### src/rtl/zbuf_pkg.sv
// ============================================================================
// Module   : zbuf_pkg
// Purpose  : Shared types and helpers for the z-buffer line responder.
// Revision : 1.0 - initial release
// ============================================================================
`default_nettype none

package zbuf_pkg;

  localparam int COORD_W = 8;
  localparam int POINT_W = 3 * COORD_W;
  localparam int ERR_W   = COORD_W + 2;

  typedef struct packed {
    logic [COORD_W-1:0] x;
    logic [COORD_W-1:0] y;
    logic [COORD_W-1:0] z;
  } point_t;

  typedef enum logic [1:0] {
    IDLE = 2'd0,
    DIV  = 2'd1,
    STEP = 2'd2
  } lr_state_t;

  function automatic logic [COORD_W-1:0] abs_diff(input logic [COORD_W-1:0] a,
                                                  input logic [COORD_W-1:0] b);
    return (a >= b) ? (a - b) : (b - a);
  endfunction

endpackage

`default_nettype wire

### src/rtl/udiv_serial.sv
// ============================================================================
// Module   : udiv_serial
// Purpose  : Restoring unsigned divider, one quotient bit per clock.
// Revision : 1.0 - initial release
// ============================================================================
`default_nettype none

module udiv_serial #(
  parameter int WIDTH = 8
) (
  input  logic             clk,
  input  logic             rst,
  input  logic             start,
  input  logic [WIDTH-1:0] dividend,
  input  logic [WIDTH-1:0] divisor,
  output logic             done,
  output logic [WIDTH-1:0] quotient,
  output logic [WIDTH-1:0] remainder
);

  localparam int               CNT_W  = $clog2(WIDTH + 1);
  localparam logic [CNT_W-1:0] C_ITER = CNT_W'(WIDTH);

  logic [WIDTH-1:0] quo_q, quo_d;
  logic [WIDTH-1:0] rem_q, rem_d;
  logic [WIDTH-1:0] dvs_q, dvs_d;
  logic [CNT_W-1:0] cnt_q, cnt_d;
  logic [WIDTH:0]   w_shift;

  always_comb begin
    quo_d   = quo_q;
    rem_d   = rem_q;
    dvs_d   = dvs_q;
    cnt_d   = cnt_q;
    w_shift = {rem_q, quo_q[WIDTH-1]};
    if (start) begin
      quo_d = dividend;
      rem_d = '0;
      dvs_d = divisor;
      cnt_d = C_ITER;
    end else if (cnt_q != '0) begin
      cnt_d = cnt_q - CNT_W'(1);
      // Partial remainder stays below the divisor, so the low bits hold the difference.
      if (w_shift >= {1'b0, dvs_q}) begin
        rem_d = w_shift[WIDTH-1:0] - dvs_q;
        quo_d = {quo_q[WIDTH-2:0], 1'b1};
      end else begin
        rem_d = w_shift[WIDTH-1:0];
        quo_d = {quo_q[WIDTH-2:0], 1'b0};
      end
    end
  end

  always_ff @(posedge clk or negedge rst) begin
    if (!rst) begin
      quo_q <= '0;
      rem_q <= '0;
      dvs_q <= '0;
      cnt_q <= '0;
    end else begin
      quo_q <= quo_d;
      rem_q <= rem_d;
      dvs_q <= dvs_d;
      cnt_q <= cnt_d;
    end
  end

  assign done      = (cnt_q == CNT_W'(1));
  assign quotient  = quo_q;
  assign remainder = rem_q;

endmodule

`default_nettype wire

### src/rtl/line_responder.sv
// ============================================================================
// Module   : line_responder
// Purpose  : Accepts one edge, walks it with Bresenham in x/y and exact z.
// Revision : 1.0 - initial release
// ============================================================================
`default_nettype none

module line_responder
  import zbuf_pkg::*;
(
  input  logic               clk,
  input  logic               rst,
  input  logic               req_line,
  output logic               ack_line,
  input  logic [POINT_W-1:0] point_start,
  input  logic [POINT_W-1:0] point_end,
  output logic [POINT_W-1:0] point_out,
  output logic               valid_out,
  input  logic               ready_in,
  output logic               eoc,
  output logic               busy
);

  point_t             s_pt, e_pt, cur_q, cur_d;
  lr_state_t          state_q, state_d;
  logic [COORD_W-1:0] dx_q, dx_d, dy_q, dy_d, major_q, major_d;
  logic [COORD_W-1:0] cnt_q, cnt_d, zerr_q, zerr_d;
  logic               sx_q, sx_d, sy_q, sy_d, sz_q, sz_d;
  logic               ack_q, ack_d, valid_q, valid_d;
  logic signed [ERR_W-1:0] err_q, err_d;

  logic [COORD_W-1:0] w_dx, w_dy, w_dz, w_major, w_quo, w_rem, w_zstep;
  logic               w_div_start, w_div_done, w_last, w_zcarry;
  logic signed [ERR_W:0] w_e2, w_dx_s, w_dy_s;
  logic [COORD_W:0]   w_zsum;

  assign s_pt    = point_start;
  assign e_pt    = point_end;
  assign w_dx    = abs_diff(s_pt.x, e_pt.x);
  assign w_dy    = abs_diff(s_pt.y, e_pt.y);
  assign w_dz    = abs_diff(s_pt.z, e_pt.z);
  assign w_major = (w_dx >= w_dy) ? w_dx : w_dy;

  // Divider is launched straight from the request so DIV lasts exactly COORD_W cycles.
  assign w_div_start = (state_q == IDLE) && req_line && (w_major != '0);

  udiv_serial #(.WIDTH(COORD_W)) u_div (
    .clk       (clk),
    .rst       (rst),
    .start     (w_div_start),
    .dividend  (w_dz),
    .divisor   (w_major),
    .done      (w_div_done),
    .quotient  (w_quo),
    .remainder (w_rem)
  );

  assign w_last   = (cnt_q == major_q);
  assign w_e2     = {err_q, 1'b0};
  assign w_dx_s   = {{(ERR_W + 1 - COORD_W){1'b0}}, dx_q};
  assign w_dy_s   = {{(ERR_W + 1 - COORD_W){1'b0}}, dy_q};
  assign w_zsum   = {1'b0, zerr_q} + {1'b0, w_rem};
  assign w_zcarry = (w_zsum >= {1'b0, major_q});
  assign w_zstep  = w_quo + {{(COORD_W - 1){1'b0}}, w_zcarry};

  always_comb begin
    state_d = state_q;
    cur_d   = cur_q;
    dx_d    = dx_q;
    dy_d    = dy_q;
    major_d = major_q;
    cnt_d   = cnt_q;
    zerr_d  = zerr_q;
    sx_d    = sx_q;
    sy_d    = sy_q;
    sz_d    = sz_q;
    err_d   = err_q;
    ack_d   = 1'b0;
    valid_d = 1'b0;
    case (state_q)
      IDLE: begin
        if (req_line) begin
          cur_d   = s_pt;
          dx_d    = w_dx;
          dy_d    = w_dy;
          major_d = w_major;
          sx_d    = (e_pt.x < s_pt.x);
          sy_d    = (e_pt.y < s_pt.y);
          sz_d    = (e_pt.z < s_pt.z);
          err_d   = $signed({2'b00, w_dx}) - $signed({2'b00, w_dy});
          cnt_d   = '0;
          zerr_d  = '0;
          ack_d   = 1'b1;
          state_d = (w_major != '0) ? DIV : STEP;
        end
      end
      DIV: begin
        if (w_div_done) state_d = STEP;
      end
      STEP: begin
        valid_d = 1'b1;
        if (valid_q && ready_in) begin
          if (w_last) begin
            valid_d = 1'b0;
            state_d = IDLE;
          end else begin
            cnt_d = cnt_q + COORD_W'(1);
            if (w_e2 > -w_dy_s) begin
              err_d   = err_d - $signed({2'b00, dy_q});
              cur_d.x = sx_q ? cur_q.x - COORD_W'(1) : cur_q.x + COORD_W'(1);
            end
            if (w_e2 < w_dx_s) begin
              err_d   = err_d + $signed({2'b00, dx_q});
              cur_d.y = sy_q ? cur_q.y - COORD_W'(1) : cur_q.y + COORD_W'(1);
            end
            zerr_d  = w_zcarry ? (w_zsum[COORD_W-1:0] - major_q) : w_zsum[COORD_W-1:0];
            cur_d.z = sz_q ? cur_q.z - w_zstep : cur_q.z + w_zstep;
          end
        end
      end
      default: state_d = IDLE;
    endcase
  end

  always_ff @(posedge clk or negedge rst) begin
    if (!rst) begin
      state_q <= IDLE;
      cur_q   <= '0;
      dx_q    <= '0;
      dy_q    <= '0;
      major_q <= '0;
      cnt_q   <= '0;
      zerr_q  <= '0;
      sx_q    <= 1'b0;
      sy_q    <= 1'b0;
      sz_q    <= 1'b0;
      err_q   <= '0;
      ack_q   <= 1'b0;
      valid_q <= 1'b0;
    end else begin
      state_q <= state_d;
      cur_q   <= cur_d;
      dx_q    <= dx_d;
      dy_q    <= dy_d;
      major_q <= major_d;
      cnt_q   <= cnt_d;
      zerr_q  <= zerr_d;
      sx_q    <= sx_d;
      sy_q    <= sy_d;
      sz_q    <= sz_d;
      err_q   <= err_d;
      ack_q   <= ack_d;
      valid_q <= valid_d;
    end
  end

  assign ack_line  = ack_q;
  assign point_out = cur_q;
  assign valid_out = valid_q;
  assign eoc       = valid_q && w_last;
  assign busy      = (state_q != IDLE);

endmodule

`default_nettype wire

### config.mk
export PLATFORM = sky130hd
export DESIGN_NAME = line_responder
export DESIGN_NICKNAME = d
export VERILOG_FILES = /design/src/rtl/zbuf_pkg.sv /design/src/rtl/udiv_serial.sv /design/src/rtl/line_responder.sv
export SDC_FILE = /design/constraint.sdc
export NUM_CORES = 1
export LEC_CHECK = 0
export CORE_MARGIN = 3
export CORE_UTILIZATION = 25
export CTS_CLUSTER_DIAMETER = 40
export CTS_CLUSTER_SIZE = 40
export DETAILED_ROUTE_END_ITERATION = 10
export GPL_TIMING_DRIVEN = 0
export RECOVER_POWER = 50
export SYNTH_ARGS = -nofsm -noshare
export SYNTH_HDL_FRONTEND = slang
export SYNTH_SLANG_ARGS = --single-unit
### constraint.sdc
create_clock -name clk -period 5.4 [get_ports clk]
set_input_delay 0.81 -clock clk [delete_from_list [all_inputs] [get_ports clk]]
set_output_delay 0.81 -clock clk [all_outputs]
set_load 0.01 [all_outputs]
==> key figures <==
Outcome
  • Status: complete, but fails checks
  • Failing checks: capacitance limit, slew limit

CTS
  • Clock transition at the registers of the reported paths: around 80 ps
  • Clk Tree Root Cell: clkbuf_16
  • CTS Hold Bufs: 0
  • Latest clock arrival within the worst-skew pair: roughly 370 ps
  • Clock buffer depth: 2
  • CTS H-tree depth: 3
  • TritonCTS Buffers: 9
  • Sink Count: 109
  • CTS tree: done

STA
  • Tmin final: 5170 ps
  • RSZ-0062 raised after global routing: yes
  • Clk_skew: 13.6 ps
  • Hold Vio Cnt, Final: 0
  • Achievable frequency: about 190 MHz
  • Final hold slack: 509 ps
  • Worst slew pin tran: 2080 ps
  • Count of final setup violators: 0
  • Max-slew violation count: 112
  • Final period util: between 90 and 100%
  • Fin worst setup slack: approximately 230 ps
  • Rel. slew slack: -38.5%

Pwr
  • VDD IR max: 302 uV
  • Leakage power: about 5.7 nW
  • NetSw: 0.00269 W
  • Switching Fraction: 44.4%
  • Clk pwr share: 12.6%
  • Tot Pwr: 0.00607 W
  • Flop pwr share: slightly below 20%
  • Internal Power: between 0.003 and 0.004 W
  • Combinational power share: 67.7%
  • P per Cell Area: 478 nW/um^2

Run
  • Max cap viols: 2

Synth
  • Synth top cells by count: 140 x ha_1, 136 x inv_1, 109 x dfrtp_1
  • Area share of xor/xnor cells in the synthesized design: under 10%
  • Register bit total from synthesis: 109
  • Synth area leader: dfrtp_1
  • Post-Syn Instances: 1250
  • Register area share after synthesis: 25.8%
  • Post-synthesis mux area share: 5.03%
  • Net count after synthesis: 1457
  • Avg Cell Area, Syn: 8.45 um^2
  • Cell area after synthesis: 10600 um^2
  • Largest family of logic cells by synthesized area: compound AO/OA/AOI/OAI gates
  • Synth top area share: 25.8%
  • Most common cell in the synthesized netlist: ha_1
  • Ys flop type: dfrtp_1
  • Netlist cell types: 73
  • Top post-synthesis cells by area: dfrtp_1 26%, ha_1 17%, xnor2_1 5.2%
  • Simple-gate portion of the synthesized area: between 10% and 20%
  • Number of synthesized flops with an enable pin: 0
  • Yosys warns: 0
  • Post-Synth Adder-Cell Area: 19.4%
  • Post-synth ARST share: 100%
  • Compound-Gate Fraction of Synth Area: between 20% and 30%

Detailed routing
  • Via density per instance: 4.90
  • Routed WL per cell: between 15 and 20 um
  • DRT Pass-1 Iters: 5
  • Routed via count: 9291
  • Post-DRT Antenna Nets: 0
  • Iter 0 DRT Violations: 470
  • Post-Route WL: around 30 mm
  • Detailed-route DRC error count: 0

Placed design
  • Pre-CTS setup slack: -928 ps
  • Placed Cells: 1862
  • DP Wirelength: 23.5 mm
  • Placed Area: ~12000 um^2
  • Port Buffers: 79
  • Placer Congestion: 0.858

Floorplanning
  • Starting Density: roughly 26%
  • Die Height: 212 um
  • Die extent in x: 212 um
  • Die Area: 44800 um^2
  • Std cell rows: 74
  • Io pins: 80
  • Core Footprint: 41300 um^2

Critical path
  • Worst setup EP type: flip-flop
  • CP arrival: between 5000 and 6000 ps
  • Worst path required time: around 5600 ps
  • Kind of critical path: flip-flop to flip-flop
  • Crit path launch type: flip-flop
  • Critical-path maximum fanout: 4

Global routing
  • Global-route wire length before repair: 48.3 mm
  • Number of global-route vias before repair: 9124
  • GRT Total Usage: a little over an eighth
  • Initial antenna violation count: 0
  • Overflow after GRT: 0
  • Largest net degree at the start of global routing: 80

Final layout
  • Post-Layout Cell Count: 1896
  • Fillers: 4376
  • Max FFs per register: 24
  • Layout Nets: 1566
  • Final instance area: 12700 um^2
  • Footprint of the multi-input gates: between 7000 and 8000 um^2
  • Area Overhead vs Synth: 20.4%
  • Layout cell share with drive strength beyond 1: 8.43%
  • # diodes: 0
  • Reg area: 2730 um^2

Hold path
  • Hold WC Path Type: flip-flop to flip-flop
-- power groups by stage --
stage                     logic, W  clock network (W)  registers [W]
after CTS                  0.00394           0.000781        0.00120
after global routing       0.00460           0.000808        0.00123
after global placement     0.00369                  0        0.00121
final                      0.00411           0.000764        0.00120
after floorplan            0.00286                  0        0.00119
after detailed placement   0.00377                  0        0.00122
-- kinds of logic (layout without fill, tap and decap cells) --
kind of cell,count (synthesis),count (layout)
compound gates,356,356
xor+xnor,95,95
fa+ha+maj,155,155
buf+inv,183,297
simple gates,300,300
flops,109,109
mux,52,52
-- worst paths after layout --
path | start | end | slack, ps | cells after the start
worst max-delay path | zerr_q[0] | point_out[7] | 230 | 27
worst min-delay path | zerr_q[2] | zerr_q[2] | 510 | 2
worst max register to register | zerr_q[0] | point_out[7] | 230 | 27
worst min register to register | zerr_q[2] | zerr_q[2] | 510 | 2
max in group asynchronous | rst | err_q[2] | 1600 | 2
min in group asynchronous | rst | u_div.remainder[4] | 920 | 1
-- critical path, cell delays in order (launching register included) --
cell and delay, ps:
dfrtp_1 390, ha_2 200, fa_2 350, a21o_1 190
a21oi_2 160, o21bai_1 110, a21oi_2 210, xnor2_2 170
ha_4 240, nand4_1 70, nor2_1 70, a2111oi_4 320
nand2_2 210, ha_4 230, xnor2_4 210, and2_4 180
nor3b_1 40, a21oi_1 120, o21ai_1 90, xor2_1 170
ha_1 360, a21boi_1 160, o21ai_1 120, nand2b_1 100
a21o_1 200, a21oi_2 140, xnor2_1 120, a21oi_1 80
-- per-layer routing --
| layer | track usage, % | part of all wire, % | up-vias |
|---|---|---|---|
| met4 | 3.70 | 1.6 | 0 |
| met5 | 0 | 0 | - |
| met3 | 1.73 | 3.2 | 30 |
| met2 | 23.2 | 49 | 161 |
| met1 | 17.6 | 47 | 4509 |
| li1 | - | - | 4591 |
-- placed cells by master (no fill, tap or decap), types with 19 or more instances in the layout --
cell	synthesis	layout
buf_4	0	19
xor2_1	31	30
nor2_1	77	76
inv_1	136	136
a21oi_1	101	93
ha_1	140	135
nand2_1	104	103
clkbuf_1	31	31
mux2i_1	43	43
dfrtp_1	109	108
xnor2_1	63	59
clkdlybuf4s50_1	0	66
a21o_1	35	35
o21ai_0	95	86
-- per-stage QoR --
stage	TNS, ps	utilization (%)
after floorplan	0	-
after global placement	-150390	29.1
after detailed placement	-27000	29.2
after CTS	-55.7	30.3
after global routing	-130	30.8
final	0	30.8
-- area by class of cell --
class	count	share of cell area (%)
Buffer	46	1.70
Sequential cell	109	21.5
Inverter	137	4.04
Multi-Input combinational cell	958	57.6
Timing Repair Buffer	98	7.29
Clock buffer	10	1.80
Tap cell	532	5.23
Clock inverter	6	0.827
-- repair_timing --
action                                  CTS  global route
buffers inserted                          6            12
endpoints found under the setup margin   37            30
resized for setup                        19            33
pin swaps                                 5            22
No activity file was read; power rests on OpenSTA's default activity.
